$ cat src/rtl/fetch_stage.sv
// Instruction-fetch stage with IF/ID pipeline register.
// Keeps the PC, runs a single-outstanding-request handshake to instruction
// memory, and hands fetched instructions to ID. A branch redirect from EXE
// flushes IF/ID and cancels any fetch in flight; a hazard freeze holds IF/ID
// and the PC, parking an arriving response in a one-entry hold buffer.
//
// state | meaning
// ------+-------------------------------------------------------------
// IDLE  | no request outstanding; issue a fetch at pc unless redirected
// WAIT  | one request outstanding; pc is its address
// HOLD  | response parked in hold buffer while ID is frozen
// DROP  | outstanding response belongs to a cancelled fetch; discard it

module fetch_stage #(
   parameter int                ADDR_W   = 32,
   parameter int                INST_W   = 32,
   parameter logic [ADDR_W-1:0] RESET_PC = '0
) (
   input  logic              clk,
   input  logic              rst,
   input  logic              freeze,
   input  logic              branch_taken,
   input  logic [ADDR_W-1:0] branch_addr,
   output logic              imem_req,
   output logic [ADDR_W-1:0] imem_addr,
   input  logic              imem_rvalid,
   input  logic [INST_W-1:0] imem_rdata,
   output logic [ADDR_W-1:0] if_id_pc,
   output logic [INST_W-1:0] if_id_inst,
   output logic              if_id_valid
);

   typedef enum logic [1:0] {
      S_IDLE = 2'd0,
      S_WAIT = 2'd1,
      S_HOLD = 2'd2,
      S_DROP = 2'd3
   } state_t;

   localparam logic [ADDR_W-1:0] PC_STEP = ADDR_W'(4);

   state_t            state_q, state_d;
   logic [ADDR_W-1:0] pc_q, pc_d;
   logic [INST_W-1:0] hold_inst_q, hold_inst_d;
   logic [ADDR_W-1:0] if_id_pc_q, if_id_pc_d;
   logic [INST_W-1:0] if_id_inst_q, if_id_inst_d;
   logic              if_id_valid_q, if_id_valid_d;

   logic [ADDR_W-1:0] pc_plus4;
   logic              req_c;
   logic [ADDR_W-1:0] addr_c;
   logic              deliver;
   logic [INST_W-1:0] deliver_inst;

   // Sequential address; wraps naturally modulo 2^ADDR_W.
   assign pc_plus4 = pc_q + PC_STEP;

   // Fetch sequencing: next state, next pc, hold buffer, request and delivery.
   always_comb begin
      state_d      = state_q;
      pc_d         = pc_q;
      hold_inst_d  = hold_inst_q;
      req_c        = 1'b0;
      addr_c       = pc_q;
      deliver      = 1'b0;
      deliver_inst = hold_inst_q;
      unique case (state_q)
         S_IDLE: begin
            if (branch_taken) begin
               pc_d = branch_addr;
            end else begin
               req_c   = 1'b1;
               state_d = S_WAIT;
            end
         end
         S_WAIT: begin
            if (branch_taken) begin
               // Response in the same cycle is simply discarded; otherwise
               // it is still owed to us and must be swallowed in DROP.
               pc_d    = branch_addr;
               state_d = imem_rvalid ? S_IDLE : S_DROP;
            end else if (imem_rvalid) begin
               if (freeze) begin
                  hold_inst_d = imem_rdata;
                  state_d     = S_HOLD;
               end else begin
                  // Deliver and immediately issue the next sequential fetch
                  // so a 1-cycle memory sustains one instruction per cycle.
                  deliver      = 1'b1;
                  deliver_inst = imem_rdata;
                  pc_d         = pc_plus4;
                  req_c        = 1'b1;
                  addr_c       = pc_plus4;
               end
            end
         end
         S_HOLD: begin
            if (branch_taken) begin
               pc_d        = branch_addr;
               hold_inst_d = '0;
               state_d     = S_IDLE;
            end else if (!freeze) begin
               deliver      = 1'b1;
               deliver_inst = hold_inst_q;
               pc_d         = pc_plus4;
               hold_inst_d  = '0;
               state_d      = S_IDLE;
            end
         end
         S_DROP: begin
            if (branch_taken) begin
               pc_d = branch_addr;
            end
            if (imem_rvalid) begin
               state_d = S_IDLE;
            end
         end
         default: begin
            state_d = S_IDLE;
         end
      endcase
   end

   // IF/ID next value: flush beats freeze, freeze beats delivery, else bubble.
   always_comb begin
      if_id_valid_d = 1'b0;
      if_id_inst_d  = '0;
      if_id_pc_d    = '0;
      if (branch_taken) begin
         if_id_valid_d = 1'b0;
      end else if (freeze) begin
         if_id_valid_d = if_id_valid_q;
         if_id_inst_d  = if_id_inst_q;
         if_id_pc_d    = if_id_pc_q;
      end else if (deliver) begin
         if_id_valid_d = 1'b1;
         if_id_inst_d  = deliver_inst;
         if_id_pc_d    = pc_plus4;
      end
   end

   // State, pc, hold buffer and IF/ID registers.
   always_ff @(posedge clk or negedge rst) begin
      if (!rst) begin
         state_q       <= S_IDLE;
         pc_q          <= RESET_PC;
         hold_inst_q   <= '0;
         if_id_pc_q    <= '0;
         if_id_inst_q  <= '0;
         if_id_valid_q <= 1'b0;
      end else begin
         state_q       <= state_d;
         pc_q          <= pc_d;
         hold_inst_q   <= hold_inst_d;
         if_id_pc_q    <= if_id_pc_d;
         if_id_inst_q  <= if_id_inst_d;
         if_id_valid_q <= if_id_valid_d;
      end
   end

   // Request outputs are forced low while reset is asserted.
   assign imem_req    = req_c & rst;
   assign imem_addr   = rst ? addr_c : '0;
   assign if_id_pc    = if_id_pc_q;
   assign if_id_inst  = if_id_inst_q;
   assign if_id_valid = if_id_valid_q;

endmodule

$ cat config.mk
export PLATFORM = sky130hd
export DESIGN_NAME = fetch_stage
export DESIGN_NICKNAME = d
export VERILOG_FILES = /design/src/rtl/fetch_stage.sv
export SDC_FILE = /design/constraint.sdc
export NUM_CORES = 1
export LEC_CHECK = 0
export BUFFER_PORTS_ARGS = -buffer_cell sky130_fd_sc_hd__buf_2
export CORE_MARGIN = 4
export CORE_UTILIZATION = 40
export CTS_BUF_LIST = sky130_fd_sc_hd__clkbuf_4 sky130_fd_sc_hd__clkbuf_8
export DETAILED_ROUTE_END_ITERATION = 12
export PLACE_DENSITY_LB_ADDON = 0.15
export SLEW_MARGIN = 0
export SYNTH_ARGS = -nofsm -noshare
export SYNTH_HDL_FRONTEND = slang
export SYNTH_SLANG_ARGS = --single-unit
$ cat constraint.sdc
create_clock -name clk -period 3.35 [get_ports clk]
set_input_delay 0.1675 -clock clk [delete_from_list [all_inputs] [get_ports clk]]
set_output_delay 0.1675 -clock clk [all_outputs]
set_load 0.02 [all_outputs]
After elaboration in Yosys (flattened, before gate mapping)
Index checks and enable logic that the tools add are counted.
{ "word_totals": {"register_bits": 131, "in_bits": 69, "out_inout_bits": 98, "elab_cells": 68} }
{ "op_classes": {"n_bitwise": 1, "n_eq_ne": 13, "reduce_logical": 5, "n_addsub": 1, "mux": 42} }
{ "op_table": {"columns": ["operator", "count"], "rows": [
  ["32-bit two-way mux", 21],
  ["32-bit case mux with 3 select lines", 1],
  ["32-bit case mux with 2 select lines", 1],
  ["32-bit by 3-bit adder with 32-bit output (second input constant)", 1],
  ["2-bit two-way mux", 8],
  ["2-bit inequality test (second input constant)", 5],
  ["5-bit AND reduction", 2],
  ["3-bit inequality test (second input constant)", 3],
  ["1-bit two-way mux", 8],
  ["2-bit case mux with 4 select lines", 1],
  ["2-bit equality test (second input constant)", 2],
  ["2-bit by 1-bit inequality test with 1-bit output (second input constant)", 2],
  ["1-bit case mux with 2 select lines", 2],
  ["2-bit by 1-bit equality test with 1-bit output (second input constant)", 1],
  ["2-bit zero test", 1],
  ["2-bit nonzero test", 1],
  ["2-bit OR reduction", 1],
  ["1-bit AND", 1]
]} }

Longest topological paths before layout
Gate-level depths: netlist of run 1.
{ "logic_depth": {"word_depth": 7, "mapped_depth": 10, "depth_no_buf": 8} }

Least setup slack after synthesis of run 1
OpenSTA, ideal clock, no wires.
{ "synth_timing": {"kind": "reg2out", "start": "register pc_q[2]", "end": "output imem_addr[26]", "arrival_time_ns": 2.336, "path_stages_with_launch": 9, "slack_ns": 0.846, "required_time_ns": 3.182, "n_path_buf": 1, "path_cell_list": "dfrtp_1 > ha_1 > nand3_2 > or4_1 > clkbuf_2 > nor2_1 > nand2_1 > xor2_1 > nor2b_1"} }
{ "synth_between": {"elab_chain_len": 6} }
{ "synth_lines": {"columns": ["element", "line_no", "rtl"], "rows": [
  ["from (decl)", "43", "logic [ADDR_W-1:0] pc_q, pc_d;"],
  ["from (signal assigned)", "153", "pc_q <= pc_d;"],
  ["32-bit by 3-bit adder with 32-bit output", "56", "assign pc_plus4 = pc_q + PC_STEP;"],
  ["32-bit two-way mux (2 in a row)", null, null],
  ["32-bit two-way mux", "77", "if (branch_taken) begin"],
  ["32-bit two-way mux", "67", "unique case (state_q)"],
  ["32-bit two-way mux", "163", "assign imem_addr = rst ? addr_c : '0;"],
  ["to (decl)", "25", "output logic [ADDR_W-1:0] imem_addr,"]
]} }
No other way between the ends.

Worst setup path after layout of run 1
{ "layout_timing": {"start": "register pc_q[2]", "end": "output imem_addr[30]"} }
The elaborated chain is that of the path after synthesis.

==> results.cfg, run 1 <==
[timing]
finalHoldViolations = 0
min_period_over_period_pct = 96.1
fin_crit_ns = 3.22
rsz0062_at_grt = false
maxSlewHeadroom_pct = 47.0
fin_tns_setup_ns = 0
setup_slack_ns = 0.129
setup_violations = 0
fin_skew_ns = 0.00921
fmax_mhz = 310
report.final.slew_viol_count = 0
hold_slack_ns = 0.0357
worst_slew_pin_slew_ns = 0.796

[min_path]
min_path_type = in2reg
hold_start = branch_addr[16]

[detailed_routing]
via_per_inst = 5.40
ant_nets = 0
wirelength_um = 25000
dr.first_iter.drc_count = 639
drc = 0
drtPass1Iterations = 5
num_vias = 7593
routedWlPerCell_um = 17.8

[run]
maxCapViolCount = 0

[final_layout]
synthToLayoutAreaGrowth_pct = 24.1
fillers = 1929
drive_above_1_share_pct = 22.3
multi_input_area_um2 = 4340
final_design_area_no_fill_um2 = 9920
ff_latch_area_um2 = 3280
diodes = 0
nets = 1203

[floorplan]
die_area_um2 = 22300
initial_core_util_pct = 40.9
io_pins = 167
core_um2 = 19500
die_y_um = 149
rows = 51
die_w_um = 149

[worst_setup_path]
rrSetupSlack_ns = 0.64
crit_start = pc_q[2]$_DFFE_PN0P_
worstSetupEndpoint = imem_addr[30]
cp.arrival_ns = 3.05
cp_top_family = simple AND/OR/NAND/NOR gates
crit_fanout = 8
startpoint_type = register
crit_path_top_delay_cell = or4_4
r2r_start = pc_q[2]$_DFFE_PN0P_
cp-end-kind = primary output
worstReg2RegEnd = pc_q[22]$_DFFE_PN0P_
reg2reg_depth = 7
crit_chain = ha_2 > nand3_2 > or4_4 > nor3_2 > and2_1 > xor2_1 > and2_1 > buf_2
required_ns = 3.18
path_class = reg2out
max_stage_delay_ns = 0.69
cp_num_buf_inv = 1
path_depth = 8
crit_path_frequent_cell = and2_1

[global_route]
grt_pass1_wl_um = 39700
antenna_found_initial = 0
grt_pass1_vias = 7313
grt_usage_pct = 22.5
grt_max_degree = 97
globalRouteOverflowTotal = 0

[pwr]
p_leak_nw = 4.67
p_comb_share_pct = 43.8
clock_power_share_pct = 20.9
p_switching_w = 0.00318
share_seq_of_total_power_pct = 35.3
p_sw_share_pct = 44.3
total_power_w = 0.00718
vdd.ir_drop.worst_v = 0.000329
powerDensity_nw_per_um2 = 724
p_int_w = 0.00400

[place]
port_buffers = 166
placed_cell_area_um2 = 9040
dpl_worst_slack_ns = 0.406
routabilityCongestion = 0.892
dp_hpwl_um = 16900

[clock_network]
clock_latency_ns = 0.46
clk_pin_slew_worst_paths_ns = 0.08
cts_htree_levels = 4
cts.sinks = 131
clk_path_buf_depth = 2
cts_tree = built
cts_made_buffers = 17
cts_root_buffer = clkbuf_8
cts_setup_buffers = 0

[synth]
ys_ff_latch = 131
synth_nets = 1030
ys.flop_type = dfrtp_1
postSynthCellCount = 955
synth.avg_cell_area_um2 = 8.36
netlist_area_um2 = 7990
synth_cell_types = 65
synthArstFlopShare_pct = 100
ys_seq_area_share_pct = 41.0
synth_edf_count = 0
yosys_warnings = 0

[outcome]
status = completed
-- placed cells by master, fill, tap and decap left out, types with 33 or more instances in the layout --
cell type	Yosys	routed
buf_2	15	165
a21oi_1	36	35
o21ai_0	151	150
mux2i_1	33	33
dfrtp_1	131	128
xnor2_1	36	36
dlygate4sd3_1	0	42
nor2_1	46	44
nand2_1	160	158
nand2b_1	35	35
-- per-layer routing --
metal / GRT usage [%] / share of wire (%) / vias to the layer above
met3: 4.04 / 6.8 / 29
met5: 0 / 0 / -
li1: - / - / 3667
met4: 6.36 / 1.5 / 0
met2: 34.5 / 45 / 292
met1: 32.8 / 46 / 3605
-- worst min-delay path by stage --
stage,endpoint,slack (ns),cells past startpoint
floorplan,hold_inst_q[0]$_DFFE_PN0P_,-0.13,0
CTS,pc_q[27]$_DFFE_PN0P_,0.0007,3
global placement,if_id_pc[18]$_DFFE_PN0P_,0.28,1
detailed placement,if_id_pc[18]$_DFFE_PN0P_,0.28,1
global route,pc_q[16]$_DFFE_PN0P_,0.02,3
finish,pc_q[16]$_DFFE_PN0P_,0.04,3
-- layout make-up --
type	count	area share (%)
clock buffer	18	2.44
clock inverter	14	1.89
inverter	16	0.606
multi-input combinational	726	43.8
sequential	131	33.1
tap	265	3.34
timing repair buffer	236	14.8
-- power by group through the flow --
stage	Clock (W)	Combinational (W)	Sequential [W]
6_report	0.00150	0.00314	0.00254
5_1_grt	0.00161	0.00346	0.00260
4_1_cts	0.00154	0.00313	0.00252
3_5_place_dp	0	0.00308	0.00255
3_3_place_gp	0	0.00305	0.00253
2_1_floorplan	0	0.00246	0.00226
-- cell usage after synthesis, drive strengths merged (4+ instances only) --
cell	n	area (µm²)
xnor2	36	315
mux2i	33	330
a31oi	9	56.3
nor2b	5	31.3
a21oi	36	180
xor2	22	193
and3	4	25.0
nor3	12	65.1
or4	4	33.8
o21ai	154	771
a221oi	6	52.6
nand3	29	163
dfrtp	131	3280
and2	23	144
clkbuf	58	221
o31ai	8	60.1
nand2b	35	219
nand4	15	130
nand2	160	601
o21a	4	30.0
o211ai	7	52.6
nor4	15	145
ha	6	75.1
buf	24	124
inv	16	60.1
nor2	46	173
a21boi	9	67.6
or3	11	73.8
-- repair_timing --
action / 4_1_cts / 5_1_grt
pin swaps: 0 / 2
hold buffers: 42 / 0
endpoints found under the setup margin: 2 / 5
hold endpoints to repair: 124 / 0
gates resized for setup: 2 / 7
-- state kept, by name (all words and copies together), names as in the netlist --
| signal | flops |
|---|---|
| if_id_inst | 32 |
| if_id_valid | 1 |
| state_q | 2 |
| pc_q | 32 |
| hold_inst_q | 32 |
| if_id_pc | 32 |
-- worst register-to-register path, stage by stage (launching register included) --
cell and delay [ns]:
dfrtp_1 0.51, ha_2 0.30, nand3_2 0.21, or4_4 0.69
or3_4 0.44, o21ai_1 0.12, nand3_1 0.08, a22o_1 0.25
-- cell families (layout without fill, tap and decap cells) --
group | after synthesis | count (layout) | synth area share [%]
simple gates | 366 | 366 | 23.2
compound gates | 263 | 263 | 19.2
flops | 131 | 131 | 41.0
buf+inv | 98 | 284 | 5.08
xor+xnor | 58 | 58 | 6.36
mux | 33 | 33 | 4.14
fa+ha+maj | 6 | 6 | 0.940
-- metrics by stage --
stage / utilization (%) / std cells
after floorplan: - / 955
after global placement: 46.3 / 1332
after detailed placement: 46.3 / 1332
after CTS: 50.7 / 1406
after global routing: 50.8 / 1406
final: 50.8 / 1406
Note: power is estimated with default switching activity, not from simulation.
==> run 2: changes to the inputs <==
- BUFFER_PORTS_ARGS: -buffer_cell sky130_fd_sc_hd__buf_2 -> unset
- DONT_BUFFER_PORTS: unset -> 1
==> results.cfg, run 2 (synthesized netlist as in run 1, its figures left out) <==
[outcome]
status = completed

[floorplan]
die_w_um = 149
die_y_um = 149
core_um2 = 19500
rows = 51
initial_core_util_pct = 40.9
die_area_um2 = 22300
io_pins = 167

[detailed_routing]
via_per_inst = 5.62
drtPass1Iterations = 5
ant_nets = 0
drc = 0
num_vias = 7164
dr.first_iter.drc_count = 555
wirelength_um = 25400
routedWlPerCell_um = 19.9

[timing]
fmax_mhz = 317
fin_tns_setup_ns = 0
min_period_over_period_pct = 94.2
hold_slack_ns = 0.0141
fin_skew_ns = 0.0218
worst_slew_pin_slew_ns = 0.860
report.final.slew_viol_count = 0
finalHoldViolations = 0
fin_crit_ns = 3.15
setup_violations = 0
maxSlewHeadroom_pct = 42.6

[pwr]
total_power_w = 0.00698
p_leak_nw = 4.01
powerDensity_nw_per_um2 = 745
vdd.ir_drop.worst_v = 0.000308

[worst_setup_path]
crit_fanout = 8
reg2reg_depth = 9
startpoint_type = register
path_class = reg2out
max_stage_delay_ns = 0.60
crit_chain = nand2_1 > nor4_4 > nand4_1 > or3_1 > a21boi_0 > buf_4
crit_path_top_delay_cell = nor4_4
cp-end-kind = primary output
required_ns = 3.18
cp.arrival_ns = 2.99

[place]
routabilityCongestion = 0.875
dp_hpwl_um = 16200
placed_cell_area_um2 = 8250
port_buffers = 0

[global_route]
antenna_found_initial = 1
grt_usage_pct = 22.9
grt_pass1_wl_um = 40100
grt_max_degree = 132
globalRouteOverflowTotal = 0
grt_pass1_vias = 6928

[final_layout]
ff_latch_area_um2 = 3280
drive_above_1_share_pct = 9.33
synthToLayoutAreaGrowth_pct = 17.3
mostFrequentLayoutCell = nand2_1
multi_input_area_um2 = 4350
final_util_pct = 48.0
nets = 1071
final_design_area_no_fill_um2 = 9370
layout_common_cells = nand2_1 (157), o21ai_0 (150), dfrtp_1 (129), dlygate4sd3_1 (70), nor2_1 (45)
fillers = 2010

[clock_network]
cts_setup_buffers = 0
cts.sinks = 131
clk_pin_slew_worst_paths_ns = 0.08
cts_root_buffer = clkbuf_8
cts_htree_levels = 4
cts_made_buffers = 17
clk_path_buf_depth = 2
cts_tree = built
clock_latency_ns = 0.46

[min_path]
min_path_cells = 3
min_path_type = in2reg

[run]
maxCapViolCount = 0
## run 2: changes by cell type in the layout (fill, tap and decap cells not counted), moves of 4 or more
cell,previous run,this run
buf_2,165,0
buf_4,27,33
clkinv_4,1,5
dlygate4sd3_1,42,70
inv_6,8,4
## run 2: layout make-up
class                           instances  share of cell area [%]
Antenna cell                            1                  0.0267
Clock inverter                         13                    1.35
Inverter                               16                   0.641
Sequential cell                       131                    35.0
Clock buffer                           18                    2.64
Tap cell                              265                    3.54
Multi-Input combinational cell        726                    46.4
Timing Repair Buffer                  104                    10.4
## run 2: what timing repair did
item                                    CTS  global route
gates resized for setup                   1             7
endpoints found under the setup margin    1            17
endpoints found under the hold margin   227             0
pin swaps                                 0             1
hold buffers                             71             0
## run 2: worst paths after layout
path,to,start,slack (ns)
max in group asynchronous,pc_q[2]$_DFFE_PN0P_,rst,2.36
hold reg to reg,hold_inst_q[12]$_DFFE_PN0P_,hold_inst_q[12]$_DFFE_PN0P_,0.48
hold / removal,pc_q[5]$_DFFE_PN0P_,freeze,0.01
setup reg to reg,pc_q[15]$_DFFE_PN0P_,state_q[0]$_DFFE_PN0P_,0.26
min in group asynchronous,pc_q[16]$_DFFE_PN0P_,rst,0.41
setup / recovery,imem_addr[21],pc_q[8]$_DFFE_PN0P_,0.20
## run 2: critical path: cells and delay by family, from the launching register on
family,cells,cell delay [ns]
DFF,1,0.54
AOI/OAI and AO/OA,1,0.21
buffers and inverters,1,0.18
and+or+nand+nor,4,1.61
## run 2: power by group
part	total, W	internal (W)	switching, W
Sequential	0.00262	0.00200	0.000627
Combinational	0.00302	0.00123	0.00179
Clock	0.00134	0.000614	0.000723
Total	0.00698	0.00384	0.00314
## run 2: metal layers
layer | share of wire [%] | track usage, % | up-vias
met2 | 45 | 34.3 | 260
met5 | 0 | 0 | -
met4 | 1.3 | 5.68 | 0
met3 | 6.7 | 5.32 | 24
met1 | 47 | 33.5 | 3482
li1 | - | - | 3398
## run 2: per-stage QoR
step                      worst slack [ns]  instances
after floorplan                      0.846        955
after global placement               0.491       1171
after detailed placement             0.461       1171
after CTS                           0.0388       1273
after global routing              -0.00507       1274
final                                0.195       1274
==> run 3: changes to the inputs <==
- ABC_AREA: unset -> 1
==> results.cfg, run 3 <==
[min_path]
min_path_type = in2reg

[timing]
worst_slew_pin_slew_ns = 0.918
report.final.slew_viol_count = 0
maxSlewHeadroom_pct = 38.6
setup_violations = 0
finalHoldViolations = 0
min_period_over_period_pct = 91.6
fin_tns_setup_ns = 0
rsz0062_at_grt = false
fin_crit_ns = 3.07
fmax_mhz = 326
fin_skew_ns = 0.0157

[worst_setup_path]
cp_num_buf_inv = 5
crit_path_top_delay_cell = dlygate4sd3_1
crit_chain = inv_1 > ha_1 > inv_4 > o21ai_2 > buf_4 > nand2_1 > nand2_1 > dlygate4sd3_1 > nand2_1 > a21oi_1 > dlygate4sd3_1
path_class = reg2reg
startpoint_type = register
cp_top_family = buffers and inverters
crit_fanout = 35
cp.arrival_ns = 3.46
crit_path_frequent_cell = nand2_1
cp-end-kind = register
max_stage_delay_ns = 0.56
required_ns = 3.75

[synth]
yosys_warnings = 0
synth.avg_cell_area_um2 = 6.91
postSynthCellCount = 1208
yosys.area.top_type_share_pct = 39.3
netlist_top_cells_area = dfrtp_1 (39%), nand2_1 (18%), o21ai_0 (7.9%)
synth_adder_area_share_pct = 0.899
synthMuxAreaShare_pct = 0
synthSimpleGateAreaFrac_pct = 30.4
ys.flop_type = dfrtp_1
ys_seq_area_share_pct = 39.3
netlist_area_um2 = 8350
synth_top_family_by_area = simple AND/OR/NAND/NOR gates
synthArstFlopShare_pct = 100
synth_edf_count = 0
yosys.area_share.xor_xnor_pct = 1.57
synth_cell_types = 36
yosys.area.top_type = dfrtp_1
synthTopCellsByCount = nand2_1 (393), dfrtp_1 (131), o21ai_0 (131), a21oi_1 (113), nand3_1 (95)
synth_compound_area_share_pct = 19.0
synth_nets = 1283
synth_most_common_cell = nand2_1
ys_ff_latch = 131

[detailed_routing]
dr.first_iter.drc_count = 659
wirelength_um = 28600
drtPass1Iterations = 5
routedWlPerCell_um = 18.4
num_vias = 8335
ant_nets = 0
via_per_inst = 5.34
drc = 0

[run]
maxCapViolCount = 0

[final_layout]
diodes = 0
drive_above_1_share_pct = 9.37
ff_latch_area_um2 = 3280
synthToLayoutAreaGrowth_pct = 19.6
fillers = 2057
layout_common_cells = nand2_1 (392), o21ai_0 (131), dfrtp_1 (131), a21oi_1 (113), nand3_1 (95)
multi_input_area_um2 = 4370
nets = 1353
mostFrequentLayoutCell = nand2_1

[global_route]
met3_usage_pct = 6.33
grt_pass1_wl_um = 45500
grt_max_degree = 132
use_met1_pct = 32.6
grt_pass1_vias = 8135
globalRouteOverflowTotal = 0
grtUsageMet2_pct = 38.2
antenna_found_initial = 1
grt_usage_pct = 24.3
grt-busiest-layer = met2

[clock_network]
clk_path_buf_depth = 2
cts_made_buffers = 17
cts_htree_levels = 4
cts_setup_buffers = 0
cts.sinks = 131
cts_tree = built
cts_root_buffer = clkbuf_8
clock_latency_ns = 0.46
clk_pin_slew_worst_paths_ns = 0.10

[outcome]
status = completed

[place]
routabilityCongestion = 0.891
dp_hpwl_um = 17600
port_buffers = 0

[pwr]
vdd.ir_drop.worst_v = 0.000613
p_leak_nw = 4.85
powerDensity_nw_per_um2 = 873
total_power_w = 0.00872

[floorplan]
die_area_um2 = 23300
initial_core_util_pct = 41.0
die_y_um = 152
core_um2 = 20400
rows = 52
die_w_um = 152
io_pins = 167
## run 3: changes by cell type after synthesis, moves of 23 or more
cell and change:
nand2_1 +233, a21oi_1 +77, nor2_1 +23, inv_1 +69, nand2b_1 -35, nand3_1 +68
mux2i_1 -33, xnor2_1 -36
## run 3: timing repair
item | CTS | global route
endpoints found under the hold margin | 228 | 0
setup endpoints to repair | 0 | 25
gates resized for setup | 0 | 4
hold buffers | 85 | 0
## run 3: metrics by stage
stage               hold WS, ns  area, µm²  util [%]  worst slack [ns]  std cells
floorplan                -0.128       8350         -              1.22       1208
global placement         -0.118       8670      42.6             0.545       1444
detailed placement       -0.118       8670      42.6             0.484       1444
CTS                    0.000861       9980      49.0            0.0694       1561
global route             0.0288       9990      49.1            0.0602       1561
finish                   0.0225       9990      49.1             0.282       1561
## run 3: cell type report
cell class | count | area share, %
Clock buffer | 17 | 2.34
Clock inverter | 15 | 2.10
Inverter | 93 | 3.52
Multi-Input combinational cell | 908 | 43.7
Sequential cell | 131 | 32.8
Tap cell | 270 | 3.38
Timing Repair Buffer | 127 | 12.1
## run 3: path summary, 6_finish.rpt
kind                       slack (ns)                           to                   startpoint  depth (start not counted)
max in group asynchronous        2.45          pc_q[1]$_DFFE_PN0P_                          rst                          2
min in group asynchronous        0.37   hold_inst_q[4]$_DFFE_PN0P_                          rst                          2
hold / removal                   0.02          pc_q[6]$_DFFE_PN0P_                 branch_taken                          3
setup / recovery                 0.28         pc_q[16]$_DFFE_PN0P_       state_q[0]$_DFFE_PN0P_                         11
setup reg to reg                 0.28         pc_q[16]$_DFFE_PN0P_       state_q[0]$_DFFE_PN0P_                         11
hold reg to reg                  0.54  hold_inst_q[18]$_DFFE_PN0P_  hold_inst_q[18]$_DFFE_PN0P_                          2
## run 3: per-layer routing
metal | share of wire, % | routed length, µm
met2 | 45 | 12900
met1 | 44 | 12600
met4 | 2.9 | 830
met3 | 8.3 | 2360
met5 | 0 | 0
## run 3: kinds of logic (layout without fill, tap and decap cells)
logic type | Yosys count | in the layout
AND/OR/NAND/NOR | 595 | 595
AO/OA/AOI/OAI | 292 | 292
XOR/XNOR | 15 | 15
buffers and inverters | 169 | 252
flip-flops | 131 | 131
adder cells (fa/ha/maj) | 6 | 6
## run 3: report_power, final
| group | internal [W] | switching [W] |
|---|---|---|
| Combinational | 0.00165 | 0.00291 |
| Clock | 0.000715 | 0.000815 |
| Sequential | 0.00207 | 0.000555 |
## run 3: worst reg2reg max path: cells and delay by family, from the launching register on
| kind | cells | cell delay [ns] |
|---|---|---|
| buffers and inverters | 5 | 1.78 |
| DFF | 1 | 0.41 |
| adders and majority gates | 1 | 0.30 |
| and+or+nand+nor | 3 | 0.22 |
| AOI/OAI and AO/OA | 2 | 0.31 |
